`config.mk`:
```
export PLATFORM = sky130hd
export DESIGN_NAME = expr_eval_flat
export DESIGN_NICKNAME = d
export VERILOG_FILES = /design/src/rtl/expr_eval_pkg.sv /design/src/rtl/expr_eval_if.sv /design/src/rtl/expr_eval_char_class.sv /design/src/rtl/expr_eval.sv /design/src/flat_wrapper.sv
export SDC_FILE = /design/constraint.sdc
export NUM_CORES = 1
export LEC_CHECK = 0
export BUFFER_PORTS_ARGS = -buffer_cell sky130_fd_sc_hd__buf_2
export CORE_MARGIN = 3
export CORE_UTILIZATION = 55
export DETAILED_ROUTE_END_ITERATION = 10
export HOLD_SLACK_MARGIN = 0.05
export PLACE_DENSITY = 0.73
export REMOVE_ABC_BUFFERS = 1
export SLEW_MARGIN = 20
export SYNTH_ARGS = -nofsm -noshare
export SYNTH_HDL_FRONTEND = slang
export SYNTH_SLANG_ARGS = --single-unit
```
`constraint.sdc`:
```
create_clock -name clk -period 4.4 [get_ports clk]
set_input_delay 0.44 -clock clk [delete_from_list [all_inputs] [get_ports clk]]
set_output_delay 0.44 -clock clk [all_outputs]
set_load 0.02 [all_outputs]
```
`src/rtl/expr_eval_pkg.sv`:
```
// Shared character constants, state encoding and character-class types for the
// ASCII expression pipeline (recognizer and evaluator).
package expr_eval_pkg;

    localparam logic [7:0] CH_0     = 8'h30;
    localparam logic [7:0] CH_9     = 8'h39;
    localparam logic [7:0] CH_PLUS  = 8'h2B;
    localparam logic [7:0] CH_MINUS = 8'h2D;
    localparam logic [7:0] CH_MUL   = 8'h2A;
    localparam logic [7:0] CH_EQ    = 8'h3D;

    typedef enum logic [1:0] {
        S_NUM = 2'd0,
        S_OP  = 2'd1,
        ERR   = 2'd2
    } state_t;

    typedef enum logic [1:0] {
        CLS_DIGIT = 2'd0,
        CLS_OP    = 2'd1,
        CLS_EQ    = 2'd2,
        CLS_OTHER = 2'd3
    } cls_t;

    typedef enum logic [1:0] {
        OP_ADD  = 2'd0,
        OP_SUB  = 2'd1,
        OP_MUL  = 2'd2,
        OP_NONE = 2'd3
    } op_t;

endpackage

```
`src/rtl/expr_eval_if.sv`:
```
// Character stream in, evaluated result out. The master side drives characters;
// the slave side (the evaluator) returns result/done/err.
interface expr_eval_if #(
    parameter int W = 16
);
    logic [7:0]   in;
    logic         in_valid;
    logic [W-1:0] result;
    logic         done;
    logic         err;

    modport master (
        output in,
        output in_valid,
        input  result,
        input  done,
        input  err
    );

    modport slave (
        input  in,
        input  in_valid,
        output result,
        output done,
        output err
    );
endinterface

```
`src/rtl/expr_eval_char_class.sv`:
```
// Combinational decode of one ASCII character into class, digit value and
// operator kind; shared with the upstream recognizer.
module char_class
    import expr_eval_pkg::*;
(
    input  logic [7:0] ch_i,
    output cls_t       cls_o,
    output logic [3:0] digit_o,
    output op_t        op_o
);

    always_comb begin
        cls_o   = CLS_OTHER;
        op_o    = OP_NONE;
        // '0' is 8'h30, so the low nibble already equals the digit value
        digit_o = ch_i[3:0];
        if (ch_i >= CH_0 && ch_i <= CH_9) begin
            cls_o = CLS_DIGIT;
        end else if (ch_i == CH_PLUS) begin
            cls_o = CLS_OP;
            op_o  = OP_ADD;
        end else if (ch_i == CH_MINUS) begin
            cls_o = CLS_OP;
            op_o  = OP_SUB;
        end else if (ch_i == CH_MUL) begin
            cls_o = CLS_OP;
            op_o  = OP_MUL;
        end else if (ch_i == CH_EQ) begin
            cls_o = CLS_EQ;
        end
    end

endmodule

```
`src/rtl/expr_eval.sv`:
```
// Single-digit +,-,* expression evaluator with '*' precedence; result is emitted
// one cycle after '=' together with an error qualifier.
//
//   state | meaning
//   S_NUM | expecting a digit
//   S_OP  | expecting an operator or '='
//   ERR   | malformed input seen, swallowing until '='
module expr_eval
    import expr_eval_pkg::*;
#(
    parameter int W = 16
) (
    input  logic          clk,
    input  logic          clr,
    expr_eval_if.slave    bus
);

    cls_t       cls;
    logic [3:0] digit;
    op_t        op;

    char_class u_char_class (
        .ch_i    (bus.in),
        .cls_o   (cls),
        .digit_o (digit),
        .op_o    (op)
    );

    state_t       state_q;
    logic [W-1:0] sum_q;
    logic [W-1:0] term_q;
    logic         neg_q;
    logic         mulp_q;
    logic [W-1:0] result_q;
    logic         done_q;
    logic         err_q;

    logic [W-1:0] digit_ext_d;
    logic [W-1:0] signed_term_d;
    logic [W-1:0] commit_d;
    logic [W-1:0] prod_d;

    assign digit_ext_d   = {{(W-4){1'b0}}, digit};
    assign signed_term_d = neg_q ? (-term_q) : term_q;
    assign commit_d      = sum_q + signed_term_d;
    assign prod_d        = term_q * digit_ext_d;

    always_ff @(posedge clk) begin
        if (clr) begin
            state_q  <= S_NUM;
            sum_q    <= '0;
            term_q   <= '0;
            neg_q    <= 1'b0;
            mulp_q   <= 1'b0;
            result_q <= '0;
            done_q   <= 1'b0;
            err_q    <= 1'b0;
        end else begin
            done_q <= 1'b0;
            if (bus.in_valid) begin
                case (state_q)
                    S_NUM: begin
                        case (cls)
                            CLS_DIGIT: begin
                                term_q  <= mulp_q ? prod_d : digit_ext_d;
                                state_q <= S_OP;
                            end
                            CLS_EQ: begin
                                result_q <= '0;
                                done_q   <= 1'b1;
                                err_q    <= 1'b1;
                                sum_q    <= '0;
                                term_q   <= '0;
                                neg_q    <= 1'b0;
                                mulp_q   <= 1'b0;
                            end
                            default: state_q <= ERR;
                        endcase
                    end
                    S_OP: begin
                        case (cls)
                            CLS_OP: begin
                                state_q <= S_NUM;
                                case (op)
                                    OP_ADD: begin
                                        sum_q  <= commit_d;
                                        neg_q  <= 1'b0;
                                        mulp_q <= 1'b0;
                                    end
                                    OP_SUB: begin
                                        sum_q  <= commit_d;
                                        neg_q  <= 1'b1;
                                        mulp_q <= 1'b0;
                                    end
                                    default: mulp_q <= 1'b1;
                                endcase
                            end
                            CLS_EQ: begin
                                result_q <= commit_d;
                                done_q   <= 1'b1;
                                err_q    <= 1'b0;
                                sum_q    <= '0;
                                term_q   <= '0;
                                neg_q    <= 1'b0;
                                mulp_q   <= 1'b0;
                                state_q  <= S_NUM;
                            end
                            // a second digit means a multi-digit number, which is illegal
                            default: state_q <= ERR;
                        endcase
                    end
                    ERR: begin
                        if (cls == CLS_EQ) begin
                            result_q <= '0;
                            done_q   <= 1'b1;
                            err_q    <= 1'b1;
                            sum_q    <= '0;
                            term_q   <= '0;
                            neg_q    <= 1'b0;
                            mulp_q   <= 1'b0;
                            state_q  <= S_NUM;
                        end
                    end
                    default: state_q <= S_NUM;
                endcase
            end
        end
    end

    assign bus.result = result_q;
    assign bus.done   = done_q;
    assign bus.err    = err_q;

endmodule
```
`src/flat_wrapper.sv`:
```
// flat-port wrapper written by rule: the top's interface ports become plain ports
module expr_eval_flat import expr_eval_pkg::*;
#(
    parameter int W = 16
)
  (clk, clr, bus_in, bus_in_valid, bus_result, bus_done, bus_err);
  expr_eval_if #(.W(W)) bus_i ();
  input  logic clk;
  input  logic clr;
  input wire logic [$bits(bus_i.in)-1:0] bus_in;
  input wire logic [$bits(bus_i.in_valid)-1:0] bus_in_valid;
  output wire logic [$bits(bus_i.result)-1:0] bus_result;
  output wire logic [$bits(bus_i.done)-1:0] bus_done;
  output wire logic [$bits(bus_i.err)-1:0] bus_err;
  assign bus_i.in = bus_in;
  assign bus_i.in_valid = bus_in_valid;
  assign bus_result = bus_i.result;
  assign bus_done = bus_i.done;
  assign bus_err = bus_i.err;
  expr_eval #(.W(W)) u_core (.clk(clk), .clr(clr), .bus(bus_i));
endmodule
```
==> results of run 1 <==
-- worst min-delay path, stage by stage --
cell     delay [ns]
buf_2          0.11
nand4_1        0.08
a21oi_1        0.06
-- sequential cells by signal (all words and copies together), names as in the netlist --
name and cells:
u_core.mulp_q 1, u_core.bus.err 1, u_core.neg_q 1, u_core.term_q 16
u_core.sum_q 16, u_core.state_q 2, u_core.bus.result 16, u_core.bus.done 1
-- logic make-up after synthesis --
| kind of cell | count (synthesis) | share of synthesized area, % |
|---|---|---|
| flops | 54 | 22.5 |
| fa+ha+maj | 65 | 21.0 |
| xor+xnor | 44 | 8.01 |
| compound gates | 129 | 17.6 |
| simple gates | 216 | 22.8 |
| buf+inv | 88 | 7.05 |
| mux | 5 | 1.04 |
-- cell usage in the layout (no fill, tap or decap), types with 8 or more instances in the layout --
cell type | netlist | layout
inv_1 | 58 | 58
nand2_1 | 47 | 47
nor2_1 | 58 | 58
ha_1 | 39 | 39
a22oi_1 | 13 | 13
fa_1 | 26 | 26
buf_2 | 1 | 28
dfxtp_1 | 54 | 54
a21o_1 | 8 | 8
nor2b_1 | 11 | 11
nand3_1 | 12 | 12
o31ai_1 | 8 | 8
o21ai_0 | 23 | 22
and2_1 | 36 | 36
xor2_1 | 8 | 8
nand3b_1 | 8 | 8
nor3_1 | 9 | 9
a21oi_1 | 34 | 34
xnor2_1 | 36 | 36
-- area by class of cell --
cell class                 count  area share [%]
tap                          105            2.57
clock inverter                 2           0.343
inverter                      58            4.26
sequential                    54            21.1
clock buffer                   6            1.62
timing repair buffer          35            3.77
multi-input combinational    459            66.3
-- worst max-delay path by stage --
stage / start / endpoint / slack [ns]
floorplan: bus_in[3] / u_core.term_q[15] / 0.86
global placement: bus_in[3] / u_core.term_q[14] / 0.52
detailed placement: bus_in[3] / u_core.term_q[14] / 0.41
CTS: u_core.term_q[1] / u_core.bus.result[15] / 0.56
global route: u_core.term_q[1] / u_core.bus.result[13] / 0.32
finish: u_core.term_q[1] / u_core.bus.result[15] / 0.50
-- power by group through the flow --
| stage | sequential (mW) | clock (mW) | combinational, mW |
|---|---|---|---|
| 2_1_floorplan | 0.508 | 0 | 0.0736 |
| 6_report | 0.497 | 0.309 | 0.125 |
| 3_5_place_dp | 0.508 | 0 | 0.124 |
| 3_3_place_gp | 0.508 | 0 | 0.121 |
| 5_1_grt | 0.497 | 0.340 | 0.142 |
| 4_1_cts | 0.497 | 0.318 | 0.125 |
-- through the flow --
stage	hold slack, ns	power (mW)	setup slack (ns)	std cells
after CTS	0.410	0.940	0.561	719
after global placement	0.438	0.629	0.523	711
after global routing	0.453	0.979	0.320	719
final	0.417	0.932	0.495	719
after detailed placement	0.440	0.632	0.408	711
after floorplan	0.429	0.581	0.858	571
-- metal layers --
metal | global-route usage [%] | up-vias
li1 | - | 2058
met5 | 0 | -
met4 | 5.36 | 0
met3 | 2.95 | 12
met1 | 30.1 | 2018
met2 | 38.0 | 59
==> results.md, run 1 <==
- DP Wirelength: 7980 um
- Final core occ: 61.3%
- Setup violations, final: 0
- Topmost layer with routed signal wires: met4
- Critical path's largest stage delay: 0.50 ns
- Top cell type's share of synthesized area: between 20 and 25%
- Metal3 WL: 265 um
- Synth-to-layout area growth: 6.30%
- Hold Crit Depth: 3
- Slowest cell on crit path: or4_1
- Sink Count: 54
- Critical path depth: 14
- Clock Power Share: between 30 and 40%
- Via count: about 4100
- Met2 WL: between 5000 and 6000 um
- Final period demand of the worst path: 3.90 ns
- Vias in the first global route: 4030
- Synth cell count leaders: inv_1, nor2_1, dfxtp_1
- Gpl congestion: around 0.83
- Power per Cell Area: ~180 nW/um^2
- Number of remaining DRC errors: 0
- Net Sw Power: 0.267 mW
- Post-CTS sizing: 0
- Final ANT Viol Nets: 0
- Antenna violations before repair: 0
- Data arrival time of the worst path: 4.17 ns
- Total CTS buffers: 5
- Tcrit/Tclk final: 88.7%
- Placed cell area: 5010 sq um
- Synth area leaders: dfxtp_1, fa_1, ha_1
- Synth Instances: 601
- Drt wl/cell: 14.6 um
- Synth Warn #: 0
- FF+latch area: 1080 sq um
- Total of max-cap violations: 0
- Design Area, Final: 5110 sq um
- Die H: 99.5 um
- # IOs: 29
- # hold bufs at CTS: 0
- Int Power: 0.665 mW
- Clock Skew: 0.0155 ns
- Tightest Hold Check Type: in -> reg
- Initial Util: 57.7%
- Startpoint Class: flip-flop
- Multi-input logic area: 3390 sq um
- Combinational fraction of design power: 13.5%
- Post-synth ARST share: 0%
- Reg2Reg Depth: 14
- Iteration-0 DRC Markers: 152
- Core Rows: 33
- Worst EP required: 4.66 ns
- Antenna fix cells: 0
- Sequential share of power: 53.3%
- TritonRoute pass-1 iters: 4
- CTS max path bufs: 2
- Post-Route WL: 10500 um
- Unique cell type count in the Yosys netlist: 56
- WP buf/inv: 1
- Status: completed
- Avg Inst Size Synth: 8.00 sq um
- Clock-pin transition on the worst setup and hold timing paths: 0.11 ns
- Port Buffer Count: 28
- Setup crit end kind: flip-flop
- Hold Startpoint: bus_in_valid
- Post-synth top area cell: dfxtp_1
- Fmax: 256 MHz
- Gr ovfl total: 0
- Worst r2r dst: u_core.bus.result[15]
- Post-Syn Area: 4810 sq um
- Fin. Hold Viols: 0
- Reg-to-Reg Start: u_core.term_q[1]
- Worst-Skew Late Latency: 0.32 ns
- Largest net degree at the start of global routing: 35
- Seq/Total Area, Yosys: between 20% and 30%
- Die width: 99.5 um
- H-tree levels: 2
- Worst slew pin tran: between 0.6 and 0.7 ns
- Final #Nets: slightly below 700
- Main synth FF type: dfxtp_1
- Hold EP: u_core.state_q[0]
- Peak VDD IR: 0.000130 V
- FILL cells: 763
- Post-synth EDFFs: 0
- Slew HR: 57.6%
- Vias per cell: 5.77
- Switching Fraction: 28.6%
- Setup TNS: 0 ns
- Share of post-route cells with drive strength above 1: 8.31%
- First-pass GRT wire length: 18500 um
- Final Max Tran Viols: 0
- Kind of critical path: reg -> reg
- Total track usage: between 20% and 30%
- Worst-path maximum fanout: 8
- Root buffer cell: clkbuf_8
- M1 wire length: 4990 um
- Flop and latch count out of synthesis: 54
- Leak pwr: roughly 2.3 nW
- Unrepaired setup endpoints after global routing: no
- CP delay by family, top: simple AND/OR/NAND/NOR gates
- # Post-CTS Setup Buffers: 0
- Worst-path cell chain: inv_1 > ha_1 > nand2_1 > or2_2 > or3_2 > nand2_1 > xnor2_1 > ha_1 > or3_1 > or3_1 > o21ai_0 > o21ai_1 > or4_1 > nand3_1
- Die area: 9900 sq um
- CTS tree: built
- Worst R2R Setup Slack: roughly 0.50 ns
- Core Box Area: 8340 sq um
Note: power is estimated with default switching activity, not from simulation.
==> run 2: changes to the inputs <==
- RECOVER_POWER: default -> 100
==> run 2 against run 1 <==
  * Worst setup slack lost 0.062 ns
  * Sequential cell count is the same
  * First-iteration DRC count shrank 2.0%
  * Sequential power is essentially flat
  * Largest power group unchanged
  * Highest routed layer unchanged
==> results.md, run 2 (same netlist as run 1, synthesis figures left out) <==
- Setup crit end kind: flip-flop
- FILL cells: 780
- Post-Route WL: 10500 um
- Synth-to-layout area growth: 5.49%
- Root buffer cell: clkbuf_8
- Tightest Hold Check Type: in -> reg
- # IOs: 29
- Gpl congestion: 0.835
- Total CTS buffers: 5
- Total track usage: 22.3%
- Gr ovfl total: 0
- Most frequent cells in the layout: inv_1, nor2_1, dfxtp_1
- Leak pwr: approximately 2.2 nW
- Switching Fraction: 28.6%
- Slew HR: between 40% and 50%
- Power per Cell Area: around 180 nW/um^2
- Clock Skew: 0.0126 ns
- Die width: 99.5 um
- Startpoint Class: flip-flop
- First-pass GRT wire length: approximately 19000 um
- Net Sw Power: 0.266 mW
- Iteration-0 DRC Markers: 149
- Grt met1 use: between 30% and 40%
- TritonRoute pass-1 iters: 4
- Antenna fix cells: 0
- Data arrival time of the worst path: 4.23 ns
- Vias in the first global route: 4030
- Sequential share of power: between 50% and 60%
- Initial Util: between 50 and 60%
- Overall power: ~0.93 mW
- Final #Nets: a little under 700
- CTS max path bufs: 2
- Tcrit/Tclk final: 90.2%
- Fmax: around 250 MHz
- Clock-pin transition on the worst setup and hold timing paths: between 0.1 and 0.15 ns
- # Post-CTS Setup Buffers: 0
- Unrepaired setup endpoints after global routing: no
- Clock Power Share: 33.2%
- H-tree levels: 2
- Core Box Area: 8340 sq um
- Worst-path maximum fanout: 8
- Combinational fraction of design power: 13.3%
- GRT met2 Usage: 38.0%
- Busiest grt layer: met2
- Core Rows: 33
- Largest net degree at the start of global routing: 35
- Die H: 99.5 um
- Number of remaining DRC errors: 0
- Final period demand of the worst path: 3.97 ns
- Int Power: between 0.6 and 0.7 mW
- CTS tree: built
- Fin. Hold Viols: 0
- Kind of critical path: reg -> reg
- # hold bufs at CTS: 0
- Share of post-route cells with drive strength above 1: 4.56%
- Post-CTS sizing: 0
- Setup TNS: 0 ns
- Worst-Skew Late Latency: approximately 0.31 ns
- Via count: 4133
- Worst EP required: 4.66 ns
- Peak VDD IR: 0.000131 V
- Drt wl/cell: between 10 and 15 um
- Die area: 9900 sq um
- Sink Count: 54
- Status: completed
- Setup violations, final: 0
- Met3 Usage GRT: 2.95%
- DP Wirelength: between 7000 and 8000 um
- Worst slew pin tran: around 0.9 ns
- Antenna violations before repair: 0
- Vias per cell: ~5.7
- Total of max-cap violations: 0
- Final ANT Viol Nets: 0
- Port Buffer Count: 28
- Final Max Tran Viols: 0
run 2: cell count changes in the layout (fill, tap and decap cells not counted), moves of 3 or more:
cell / change
o21ai_1: -3
o21ai_0: +3
clkbuf_1: +23
buf_2: -19
buf_4: -4
run 2: layout make-up:
class                      count  area, sq um  share of cell area (%)
multi-input combinational    459         3390                    66.8
sequential                    54         1080                    21.3
inverter                      58          218                    4.29
timing repair buffer          35          154                    3.03
tap                          105          131                    2.59
clock buffer                   6         82.6                    1.63
clock inverter                 2         17.5                   0.345
run 2: path summary, 6_finish.rpt:
check                                           start                    end  slack (ns)  depth (start not counted)
worst min register to register  u_core.bus.result[10]  u_core.bus.result[10]        0.46                          2
worst max-delay path                 u_core.term_q[1]  u_core.bus.result[15]        0.43                         14
worst min-delay path                     bus_in_valid      u_core.state_q[0]        0.42                          3
worst max register to register       u_core.term_q[1]  u_core.bus.result[15]        0.43                         14
run 2: layer usage:
layer  wire [um]  vias up
met5           0        -
met2        5080       55
met3         281       12
li1            -     2059
met4         125        0
met1        5000     2007
run 2: stage by stage:
| stage | area, sq um | hold slack (ns) | utilization [%] | setup WS (ns) | instances |
|---|---|---|---|---|---|
| finish | 5070 | 0.420 | 60.8 | 0.433 | 719 |
| global route | 5070 | 0.453 | 60.8 | 0.289 | 719 |
| CTS | 5110 | 0.410 | 61.3 | 0.561 | 719 |
| detailed placement | 5010 | 0.440 | 60.1 | 0.408 | 711 |
| global placement | 5010 | 0.438 | 60.1 | 0.523 | 711 |
| floorplan | 4690 | 0.429 | - | 0.858 | 571 |
run 2: power groups by stage:
| stage | logic, mW | clock network (mW) | registers, mW |
|---|---|---|---|
| floorplan | 0.0736 | 0 | 0.508 |
| global placement | 0.121 | 0 | 0.508 |
| detailed placement | 0.124 | 0 | 0.508 |
| CTS | 0.125 | 0.318 | 0.497 |
| global route | 0.140 | 0.340 | 0.497 |
| finish | 0.123 | 0.308 | 0.497 |
run 2: worst max-delay path: stages (launching register included):
cell	delay, ns
dfxtp_1	0.40
inv_1	0.10
ha_1	0.17
nand2_1	0.07
or2_2	0.31
or3_2	0.47
nand2_1	0.09
xnor2_1	0.07
ha_1	0.24
or3_1	0.42
or3_1	0.32
o21ai_0	0.39
o21ai_0	0.25
or4_1	0.51
nand3_1	0.09
